`src/rtl/reg_ctrl_sequencer_pkg.sv`:
```
`default_nettype none
// ============================================================================
// Module   : reg_ctrl_sequencer_pkg
// Purpose  : Shared types and constants for the register-file control
//            sequencer: FSM state encoding, opcodes, IR field helpers.
// Revision : 1.0  initial release
// ============================================================================
package reg_ctrl_sequencer_pkg;

  // Four-bit state encoding; any unlisted code falls back to RST.
  typedef enum logic [3:0] {
    ST_RST    = 4'd0,
    ST_FETCH  = 4'd1,
    ST_FWAIT  = 4'd2,
    ST_DECODE = 4'd3,
    ST_OPA    = 4'd4,
    ST_EXEC   = 4'd5,
    ST_IADDR  = 4'd6,
    ST_IWAIT  = 4'd7,
    ST_HALT   = 4'd8
  } state_t;

  // Opcodes carried in IR[15:12]; 9..E are undefined.
  localparam logic [3:0] OP_NOP  = 4'h0;
  localparam logic [3:0] OP_MOV  = 4'h1;
  localparam logic [3:0] OP_LDI  = 4'h2;
  localparam logic [3:0] OP_NOT  = 4'h3;
  localparam logic [3:0] OP_ADD  = 4'h4;
  localparam logic [3:0] OP_SUB  = 4'h5;
  localparam logic [3:0] OP_AND  = 4'h6;
  localparam logic [3:0] OP_OR   = 4'h7;
  localparam logic [3:0] OP_XOR  = 4'h8;
  localparam logic [3:0] OP_HALT = 4'hF;

  // IR field positions: op[15:12], rsvd[11:9], dst[8:6], srcA[5:3], srcB[2:0].
  localparam int IR_OP_LSB   = 12;
  localparam int IR_DST_LSB  = 6;
  localparam int IR_SRCA_LSB = 3;
  localparam int IR_SRCB_LSB = 0;

  // Instruction class flags produced by the decoder.
  typedef struct packed {
    logic is_alu2;
    logic is_unary;
    logic is_ldi;
    logic is_halt;
    logic is_illegal;
  } dec_t;

  function automatic logic [3:0] ir_op(input logic [15:0] ir);
    return ir[IR_OP_LSB +: 4];
  endfunction

  function automatic logic [2:0] ir_dst(input logic [15:0] ir);
    return ir[IR_DST_LSB +: 3];
  endfunction

  function automatic logic [2:0] ir_srca(input logic [15:0] ir);
    return ir[IR_SRCA_LSB +: 3];
  endfunction

  function automatic logic [2:0] ir_srcb(input logic [15:0] ir);
    return ir[IR_SRCB_LSB +: 3];
  endfunction

endpackage
`default_nettype wire

```
`src/rtl/reg_ctrl_sequencer_instr_decode.sv`:
```
`default_nettype none
// ============================================================================
// Module   : reg_ctrl_sequencer_instr_decode
// Purpose  : Combinational opcode classifier: two-operand ALU, unary
//            (MOV/NOT), load-immediate, HALT and undefined opcodes.
// Revision : 1.0  initial release
// ============================================================================
module reg_ctrl_sequencer_instr_decode
  import reg_ctrl_sequencer_pkg::*;
(
  input  logic [3:0] i_op,
  output dec_t       o_dec
);

  // Classify the opcode; NOP leaves every flag clear.
  always_comb begin
    o_dec = '0;
    case (i_op)
      OP_NOP:                                o_dec = '0;
      OP_MOV, OP_NOT:                        o_dec.is_unary   = 1'b1;
      OP_LDI:                                o_dec.is_ldi     = 1'b1;
      OP_ADD, OP_SUB, OP_AND, OP_OR, OP_XOR: o_dec.is_alu2    = 1'b1;
      OP_HALT:                               o_dec.is_halt    = 1'b1;
      default:                               o_dec.is_illegal = 1'b1;
    endcase
  end

endmodule
`default_nettype wire

```
`src/rtl/reg_ctrl_sequencer.sv`:
```
`default_nettype none
// ============================================================================
// Module   : reg_ctrl_sequencer
// Purpose  : Multi-cycle fetch/decode/execute controller for an 8-entry
//            register file (r7 = PC). Holds the IR and drives the file's
//            active-low strobes, the memory handshake and the ALU controls.
// Revision : 1.0  initial release
// ============================================================================
module reg_ctrl_sequencer
  import reg_ctrl_sequencer_pkg::*;
#(
  parameter int PC_IDX     = 7,
  parameter int RESET_HOLD = 2
) (
  input  logic        clock,
  input  logic        reset,
  input  logic [15:0] instr,
  input  logic        memAck,
  output logic        memReq,
  output logic        addrNotLoad,
  output logic        memNotOE,
  output logic [7:0]  regNotOE,
  output logic [7:0]  regNotLoad,
  output logic        pcNotReset,
  output logic        pcInc,
  output logic [3:0]  aluOp,
  output logic        aluANotLoad,
  output logic        aluNotOE,
  output logic        halted,
  output logic        illegal
);

  localparam logic [2:0] c_PC_SEL    = 3'(PC_IDX);
  localparam logic [7:0] c_HOLD_INIT = 8'(RESET_HOLD);

  state_t      r_state;
  state_t      w_state_nxt;
  logic [15:0] r_ir;
  logic        r_illegal;
  logic [7:0]  r_hold;
  dec_t        w_dec;
  logic [2:0]  w_dst;
  logic [2:0]  w_srca;
  logic [2:0]  w_srcb;
  logic [3:0]  w_op;

  // Index to active-low one-hot strobe vector.
  function automatic logic [7:0] sel_n(input logic [2:0] idx);
    return ~(8'b1 << idx);
  endfunction

  assign w_op   = ir_op(r_ir);
  assign w_dst  = ir_dst(r_ir);
  assign w_srca = ir_srca(r_ir);
  assign w_srcb = ir_srcb(r_ir);

  reg_ctrl_sequencer_instr_decode u_decode (
    .i_op  (w_op),
    .o_dec (w_dec)
  );

  // State register; reset always returns to RST.
  always_ff @(posedge clock) begin
    if (reset) r_state <= ST_RST;
    else       r_state <= w_state_nxt;
  end

  // IR capture, sticky illegal flag and PC-reset hold counter.
  always_ff @(posedge clock) begin
    if (reset) begin
      r_ir      <= '0;
      r_illegal <= 1'b0;
      r_hold    <= c_HOLD_INIT;
    end else begin
      if (r_state == ST_FWAIT && memAck) r_ir <= instr;
      if (r_state == ST_DECODE && w_dec.is_illegal) r_illegal <= 1'b1;
      if (r_state == ST_RST && r_hold != 8'd0) r_hold <= r_hold - 8'd1;
    end
  end

  // Next-state and strobe decode; every output starts at its inactive level.
  always_comb begin
    w_state_nxt = r_state;
    memReq      = 1'b0;
    addrNotLoad = 1'b1;
    memNotOE    = 1'b1;
    regNotOE    = 8'hFF;
    regNotLoad  = 8'hFF;
    pcNotReset  = 1'b1;
    pcInc       = 1'b0;
    aluOp       = 4'h0;
    aluANotLoad = 1'b1;
    aluNotOE    = 1'b1;
    halted      = 1'b0;
    case (r_state)
      ST_RST: begin
        pcNotReset = 1'b0;
        if (r_hold <= 8'd1) w_state_nxt = ST_FETCH;
      end
      ST_FETCH, ST_IADDR: begin
        regNotOE    = sel_n(c_PC_SEL);
        addrNotLoad = 1'b0;
        memReq      = 1'b1;
        w_state_nxt = (r_state == ST_FETCH) ? ST_FWAIT : ST_IWAIT;
      end
      ST_FWAIT: begin
        memReq = 1'b1;
        if (memAck) begin
          pcInc       = 1'b1;
          w_state_nxt = ST_DECODE;
        end
      end
      ST_DECODE: begin
        if (w_dec.is_halt || w_dec.is_illegal) w_state_nxt = ST_HALT;
        else if (w_dec.is_ldi)                 w_state_nxt = ST_IADDR;
        else if (w_dec.is_alu2)                w_state_nxt = ST_OPA;
        else if (w_dec.is_unary)               w_state_nxt = ST_EXEC;
        else                                   w_state_nxt = ST_FETCH;
      end
      ST_OPA: begin
        regNotOE    = sel_n(w_srca);
        aluANotLoad = 1'b0;
        aluOp       = w_op;
        w_state_nxt = ST_EXEC;
      end
      ST_EXEC: begin
        // Two-operand ops present B here; A was latched in OPA.
        regNotOE    = w_dec.is_alu2 ? sel_n(w_srcb) : sel_n(w_srca);
        aluNotOE    = 1'b0;
        aluOp       = w_op;
        regNotLoad  = sel_n(w_dst);
        w_state_nxt = ST_FETCH;
      end
      ST_IWAIT: begin
        memReq   = 1'b1;
        memNotOE = 1'b0;
        if (memAck) begin
          regNotLoad  = sel_n(w_dst);
          // Loading the PC itself is a jump: the load must win over increment.
          pcInc       = (w_dst != c_PC_SEL);
          w_state_nxt = ST_FETCH;
        end
      end
      ST_HALT: begin
        halted = 1'b1;
      end
      default: begin
        w_state_nxt = ST_RST;
      end
    endcase
  end

  assign illegal = r_illegal;

endmodule
`default_nettype wire

```
`config.mk`:
```
export PLATFORM = sky130hd
export DESIGN_NAME = reg_ctrl_sequencer
export DESIGN_NICKNAME = d
export VERILOG_FILES = /design/src/rtl/reg_ctrl_sequencer_pkg.sv /design/src/rtl/reg_ctrl_sequencer_instr_decode.sv /design/src/rtl/reg_ctrl_sequencer.sv
export SDC_FILE = /design/constraint.sdc
export NUM_CORES = 1
export LEC_CHECK = 0
export ABC_CLOCK_PERIOD_IN_PS = 1900
export CAP_MARGIN = 20
export CELL_PAD_IN_SITES_DETAIL_PLACEMENT = 1
export CELL_PAD_IN_SITES_GLOBAL_PLACEMENT = 1
export CORE_MARGIN = 2
export CORE_UTILIZATION = 34
export DETAILED_ROUTE_END_ITERATION = 10
export GPL_ROUTABILITY_DRIVEN = 0
export PLACE_DENSITY = 0.88
export REMOVE_ABC_BUFFERS = 1
export SYNTH_ARGS = -nofsm -noshare
export SYNTH_HDL_FRONTEND = slang
export SYNTH_SLANG_ARGS = --single-unit
```
`constraint.sdc`:
```
create_clock -name clock -period 1.9 [get_ports clock]
set_clock_uncertainty 0.15 [all_clocks]
set_input_delay 0.285 -clock clock [delete_from_list [all_inputs] [get_ports clock]]
set_output_delay 0.285 -clock clock [all_outputs]
set_load 0.02 [all_outputs]
```
==> results, run 1 <==
- For this configuration, the core starts out at a cell density of 35.2%.
- The fraction of power spent switching nets is 40.2%.
- The worst slew margin relative to its limit is 72.9%.
- The number of global-route vias before repair is 2,115.
- The data required time of the worst path is 1.46 ns.
- The worst setup path is captured at an output port.
- The slowest stage of the critical path belongs to the cell dfxtp_2.
- Row generation in the floorplan step produced 25 rows.
- The number of register bits inferred by synthesis is 26.
- The most used flip-flop cell after synthesis is dfxtp_1.
- VDD sags by at most 0.623 mV.
- The residual overflow from global routing is 0.
- The maximum fanout along the worst path is 6.
- The critical hold path startpoint is illegal.
- In the synthesized netlist the async set-or-reset flop fraction comes to 0%.
- The number of antenna violations at the first check in global routing is 0.
- The average wire per cell in the routed design is 21.7 um.
- For met1 alone, demand over resource in global routing was 31.7%.
- The top cell types in the final layout, fill and taps aside, are buf_4, buf_6, nor2_1.
- Based on the critical path, the design can be clocked at up to 0.465 GHz.
- At the end of the flow, the number of nets in the layout was 316.
- The Yosys warning count is 0.
- The number of flops mapped to enable cells by yosys is 0.
- In the post-synthesis netlist, the biggest area contributors are dfxtp_1, mux2i_1, nor2_1.
- The portion of total power attributed to sequential cells is 28.5%.
- The endpoint of the worst-slack reg-to-reg timing path is r_hold[7].
- The HPWL after detailed placement is 3910 um.
- CTS built an H-tree with a depth of 1.
- The count of antenna-violating nets left after detailed routing is 0.
- The count of pins on the block boundary is 48.
- TritonCTS built the clock tree.
- In this run, the number of DRC markers left after iteration 0 of detailed routing was 85.
- The highest-utilization routing layer at the global route stage is met2.
- The area overhead of the layout relative to synthesis is 74.3%.
- The worst min-delay path category is reg -> reg.
- The number of max-cap violations is 0.
- Using the TritonRoute via totals, the vias-per-cell ratio works out to 5.75.
- Leaving out fill and tap cells, the most frequent cell in the layout is buf_4.
- STA classifies the critical path startpoint as a flip-flop.
- The synthesized netlist occupies a cell area of 1650 um^2.
- The worst register-to-register path begins at r_state[2].
- The end point of the worst hold path is illegal.
- The met2 track demand over resource is 46.8%.
- The portion of total power attributed to the clock network is 17.2%.
- The number of placed instances, taps included is 325.
- The wire length of the first global-routing pass is 11,000 um.
- The count of buffering cells on the critical path with inverters included is 2.
- The total track usage is 26.8%.
- The internal portion of total power is 1.68 mW.
- The top cell type by area accounts for 31.5% of the synthesized area.
- The clock insertion delay at the later pin of the skew report is 0.29 ns.
- The worst reg-to-reg path cell count is 6.
- The share of the yosys chip area belonging to registers is 31.5%.
- Setup violations remaining at the end of the flow were counted as 22.
- The total detailed-routing wirelength is 7560 um.
- Before antenna repair, the detailed router went through 4 iterations.
- The max-slew violation total from the final report came to 0.
- The final reports fail on setup timing.
- The global-route track usage on met3 is 3.84%.
- The ratio of total power to cell area is 976 nW/um^2.
- For this design the total switching power over the nets is 1.13 mW.
- The cell sitting at the root of the clock tree is a clkbuf_8.
- The run finished, with violations left.
- The count of unique library cells instantiated by Yosys is 46.
- The number of clock buffers added by TritonCTS is 3.
- On the worst path, the slowest cell contributes a delay of 0.35 ns.
- Among the stages of the critical path, the cell type that occurs most often is buf_4.
- The worst setup margin is -0.248 ns.
- The setup path with the least slack is of type reg -> out.
- The clock passes through at most 2 buffers.
- The post-synthesis instance total is 209.
- Setup slack on the worst reg-to-reg path comes out at -0.12 ns.
- The total negative slack is -3.22 ns.
- A synthesized cell averages 7.90 um^2.
- Excluding fillers, the count of instances in the completed layout stands at 348.
- The slew at the pin closest to its max-slew limit is 0.402 ns.
- The leakage power is 1.23 nW.
- The clock transition at the registers of the reported paths is 0.10 ns.
- 0 antenna diodes ended up in the layout.
- The biggest area contributor in the post-synthesis netlist is dfxtp_1.
- The signal on the critical path passes through nand3b_1, nor2_4, buf_4, nand2b_4, o221ai_2, buf_4.
- For this run, design rule violations remaining after detail routing come to 0.
- Entering global routing, the biggest net connects 28 pins.
- The number of hold-slack violations in the final timing report is 0.
- The die is 73.7 um wide.
- The die is 73.7 um tall.
- Setup repair after global routing could not meet its margin everywhere.
- The arrival time at the worst endpoint is 1.71 ns.
- The CTS sink count is 26.
- During placement, the flow inserted port buffers numbering 44.
- After layout, the worst path uses 113% of the clock period.
- The number of instances on the worst hold path is 2.
- The share of post-route cells with drive strength above 1 is 48.6%.
- The die covers 5430 um^2.
- The core footprint is 4690 um^2.
- The share of power burned in combinational logic is 54.3%.
- The post-layout minimum cycle time is 2.15 ns.
- The number of vias in the routed layout is 2,001.
- The cell type group with the largest total delay on the critical path is simple AND/OR/NAND/NOR gates.
-- kinds of logic after synthesis --
family	share of synthesized area, %
AND/OR/NAND/NOR	33.5
flip-flops	31.5
buffers and inverters	6.37
multiplexers	9.70
adder cells (fa/ha/maj)	2.12
XOR/XNOR	2.65
AO/OA/AOI/OAI	14.1
-- state kept, by name, indices dropped and copies added, names as in the netlist --
name     count
illegal      1
r_hold       8
r_ir        13
r_state      4
-- through the flow --
step	utilization, %	instance area, um^2	total power, mW	setup slack, ns	hold WS [ns]
floorplan	-	1580	1.38	-0.259	0.204
global placement	50.0	2350	1.78	-0.322	0.314
detailed placement	50.0	2350	1.84	-0.531	0.327
CTS	55.8	2620	2.43	-0.217	0.361
global route	61.3	2880	2.95	-0.304	0.401
finish	61.3	2880	2.81	-0.248	0.360
-- synth_stat cells, types with 3 or more instances --
cell type	instances
a21oi_1	8
a31oi_1	3
and2_1	4
buf_2	6
clkbuf_1	9
dfxtp_1	26
inv_1	6
mux2i_1	16
nand2_1	14
nand2b_1	5
nand3_1	8
nand3b_1	3
nor2_1	30
nor2b_1	5
nor3_1	7
nor3b_1	7
o21ai_0	5
o221ai_1	7
or3_1	3
xor2_1	3
-- power by group through the flow --
stage | Sequential (mW) | Combinational [mW] | Clock, mW
final | 0.801 | 1.52 | 0.483
after global routing | 0.812 | 1.62 | 0.512
after CTS | 0.772 | 1.18 | 0.479
after detailed placement | 0.766 | 1.07 | 0
after global placement | 0.753 | 1.02 | 0
after floorplan | 0.768 | 0.615 | 0
-- metal layers --
metal	wire length [um]	part of all wire, %
met1	3100	41
met5	0	0
met2	3860	51
met4	311	4.1
met3	291	3.8
-- timing repair --
item,4_1_cts,5_1_grt
setup buffers,10,9
resized for setup,181,55
hold buffers,0,0
setup endpoints to repair,32,33
endpoints found under the hold margin,0,0
gates cloned,0,0
pin swaps,11,20
-- cell type report --
| class | count | area (um^2) |
|---|---|---|
| Fill cell | 534 | 1820 |
| Clock inverter | 1 | 30.0 |
| Multi-Input combinational cell | 158 | 1250 |
| Clock buffer | 3 | 41.3 |
| Inverter | 8 | 35.0 |
| Tap cell | 54 | 67.6 |
| Timing Repair Buffer | 98 | 911 |
| Sequential cell | 26 | 541 |
-- how the worst max path moves through the flow --
stage | startpoint | end | cells past startpoint
6_report | r_state[3] | regNotOE[0] | 6
5_1_grt | r_ir[12] | regNotOE[0] | 5
4_1_cts | r_ir[14] | regNotOE[5] | 6
3_5_place_dp | r_ir[12] | regNotOE[3] | 5
3_3_place_gp | memAck | regNotLoad[3] | 5
2_1_floorplan | r_state[2] | regNotOE[0] | 3
-- worst register-to-register path: cells and delay by family (launching register included) --
family          cells  cell delay, ns
flops               1            0.38
compound gates      2            0.31
buf+inv             2            0.35
simple gates        2            0.77
Power figures use the tool's default switching activity.
==> inputs of run 2 (changes only) <==
Settings changed: ABC_AREA set to 1, CORE_UTILIZATION 34 to 32, PLACE_DENSITY 0.88 to 0.87.
==> results, run 2 <==
- The flop-to-flop setup slack is 0.04 ns.
- After synthesis the cells add up to 1670 um^2.
- The worst setup path is captured at an output port.
- The share of post-route cells with drive strength above 1 is 40.4%.
- The worst pin sits at a relative slew slack of 55.3%.
- The post-route non-filler standard cell count is 429.
- The count of pins on the block boundary is 48.
- In this run the remaining antenna-violating nets after routing total 0.
- The peak supply drop is 1.04 mV.
- The net count of the finished layout is 381.
- 0 antenna diodes ended up in the layout.
- The leakage power is 1.22 nW.
- The core footprint is 5070 um^2.
- Averaged over all synthesized cells, the footprint is 6.35 um^2.
- The CTS sink count is 26.
- Summed over all layers, the global routing overflow is 0.
- The critical path start-end classification is reg -> out.
- After the first detailed-routing iteration, the DRC count stood at 109.
- The top cell type by total area after synthesis is dfxtp_1.
- The average wire per cell in the routed design is 19.3 um.
- The initialized floorplan defines 26 standard-cell rows.
- The post-synthesis async set-or-reset flop share is 0%.
- The level count of the clock H-tree is 1.
- The path class of the tightest hold or removal check is reg -> reg.
- The flow ran to the end, but the final reports show violations.
- In the global route stage, overall resource usage came out at 24.4%.
- The maximum clock frequency is 0.474 GHz.
- The CTS root buffer is clkbuf_8.
- Counting flops per register, the top entry is r_ir.
- Measured along the x axis, the die boundary spans 76.3 um.
- The slew at the pin closest to its max-slew limit is 0.670 ns.
- The area fraction of the dominant cell type after synthesis is 31.2%.
- Once the floorplan was initialized, standard cells occupied 32.9% of the core.
- The total iterations of the first detailed-routing run is 4.
- TritonCTS built the clock tree.
- Along the worst path, the maximum fanout reaches 4.
- In the layout the commonest cells are buf_4, nand2_1, inv_1.
- The largest single stage delay on the critical path is 0.37 ns.
- The number of antenna violations at the first check in global routing is 0.
- The worst path in the final design needs a cycle of 2.11 ns, including I/O delays and setup.
- The largest registers in the layout are r_ir: 13 flops, r_hold: 8 flops, r_state: 4 flops.
- The pin count of the biggest net entering global routing is 26.
- The clock insertion delay at the later pin of the skew report is 0.29 ns.
- In this run, synthesis inferred 0 flip-flops with an integrated enable.
- The checks that failed: setup timing.
- The share of the Yosys chip area taken by registers is 31.2%.
- The max-slew violation total from the final report is 0.
- The post-synthesis instance total is 263.
- The most common cell after layout, fill and taps aside is buf_4.
- The Yosys warning count is 0.
- The ratio of total power to cell area is 1050 nW/um^2.
- Setup repair after global routing could not meet its margin everywhere.
- The detailed-route vias per instance is 5.54.
- The area enclosed by the die boundary is 5810 um^2.
- The die is 76.3 um tall.
- The share of the clock period used by the worst path is 111%.
- The number of placed instances, taps included is 414.
- TritonCTS created 3 clock buffers.
- Among all flip-flop cells after synthesis, the most frequent one is dfxtp_1.
- The synthesized design contains 26 register bits.
- The library cell with the highest instance count after synthesis is nand2_1.
- Counting instances in the post-synthesis netlist gives the leading cell types as nand2_1, inv_1, nor2_1.
- The number of global-route vias before repair is 2,358.
- The count of buffering cells on the critical path with inverters included is 3.
- The number of vias in the routed layout is 2,376.
- The number of max-cap violations is 0.
- Broken down by cell family, the worst path's largest delay share belongs to simple AND/OR/NAND/NOR gates.
- The number of flip-flops under the largest register name is 13.
- The number of input and output port buffers inserted is 44.
- The HPWL after detailed placement is 4490 um.
- Yosys attributes the largest share of cell area to dfxtp_1, nand2_1, inv_1.
- The placed instances occupy a cell area of 2500 um^2.
- The worst setup margin is -0.212 ns.
- The slowest stage cell on the critical path is dfxtp_2.
- The area overhead of the layout relative to synthesis is 69.7%.
- The number of hold-slack violations in the final timing report is 0.
- The total detailed-routing wirelength is 8270 um.
- The count of unique library cells instantiated by Yosys is 27.
- The arrival time at the worst endpoint is 1.68 ns.
- Walking the worst path, the cells encountered are inv_1, nor2_2, nand3_2, inv_4, o22ai_4, nor2_4, nand3_1, buf_2.
- The clock transition at the registers of the reported paths is 0.10 ns.
- The kind of start point of the critical path is a flip-flop.
- The wire length of the first global-routing pass is 11,600 um.
- The design area is 2840 um^2.
- Setup violations remaining at the end of the flow were counted as 18.
- Hold repair after CTS inserted 0 buffers.
- Data on the critical path is required at its endpoint by 1.46 ns.
- In the routed design, unresolved DRC markers number 0.
- In this run the deepest clock path goes through 2 buffers.
run 2: metal layers:
metal	track usage [%]	share of wire (%)	routed length (um)	vias up
met3	4.03	4.5	375	37
met2	47.2	52	4320	96
met4	6.36	4.4	364	0
met5	0	0	0	-
met1	27.5	39	3210	1174
li1	-	-	-	1069
run 2: report_power, final:
part	internal [mW]	leakage [nW]	switching [mW]	total [mW]
Clock	0.283	0.0357	0.205	0.488
Combinational	0.696	0.973	1.00	1.70
Sequential	0.669	0.216	0.123	0.792
Total	1.65	1.22	1.33	2.98
run 2: final timing paths:
kind | start | to | depth (start not counted)
worst max-delay path | r_state[2] | regNotLoad[5] | 8
worst min-delay path | r_hold[0] | r_hold[0] | 2
worst max register to register | r_state[2] | r_ir[15] | 8
worst min register to register | r_hold[0] | r_hold[0] | 2
run 2: layout make-up:
type	count	area [um^2]
clock buffers	3	41.3
clock inverters	1	30.0
fillers	659	2240
inverters	43	169
multi-input cells	189	1110
flip-flops and latches	26	539
well taps	70	87.6
repair buffers	96	847
repair inverters	1	7.51
run 2: cells by family after synthesis:
| logic type | share of synthesized area, % |
|---|---|
| compound gates | 20.1 |
| xor+xnor | 0.524 |
| fa+ha+maj | 1.50 |
| buf+inv | 11.7 |
| flops | 31.2 |
| simple gates | 35.1 |
run 2: repair_timing:
| action | CTS | global route |
|---|---|---|
| gates cloned | 1 | 0 |
| buffers inserted | 3 | 8 |
| setup endpoints to repair | 28 | 32 |
| pin swaps | 13 | 16 |
| endpoints found under the hold margin | 0 | 0 |
| gates resized for setup | 155 | 51 |
run 2: worst reg2reg max path: cells and delay by family, from the launching register on:
family                 cells  cell delay, ns
AND/OR/NAND/NOR            3            0.45
AO/OA/AOI/OAI              2            0.43
buffers and inverters      3            0.36
flip-flops                 1            0.35
run 2: stage by stage:
step                TNS [ns]  power [mW]  worst slack, ns  hold WS [ns]  utilization (%)
floorplan             -0.541        1.60           -0.221         0.204                -
global placement       -4.00        2.11           -0.278         0.318             49.4
detailed placement     -5.20        2.18           -0.402         0.325             49.4
CTS                    -1.17        2.71           -0.126         0.340             53.0
global route           -3.67        3.18           -0.280         0.378             55.9
finish                 -2.23        2.98           -0.212         0.337             55.9
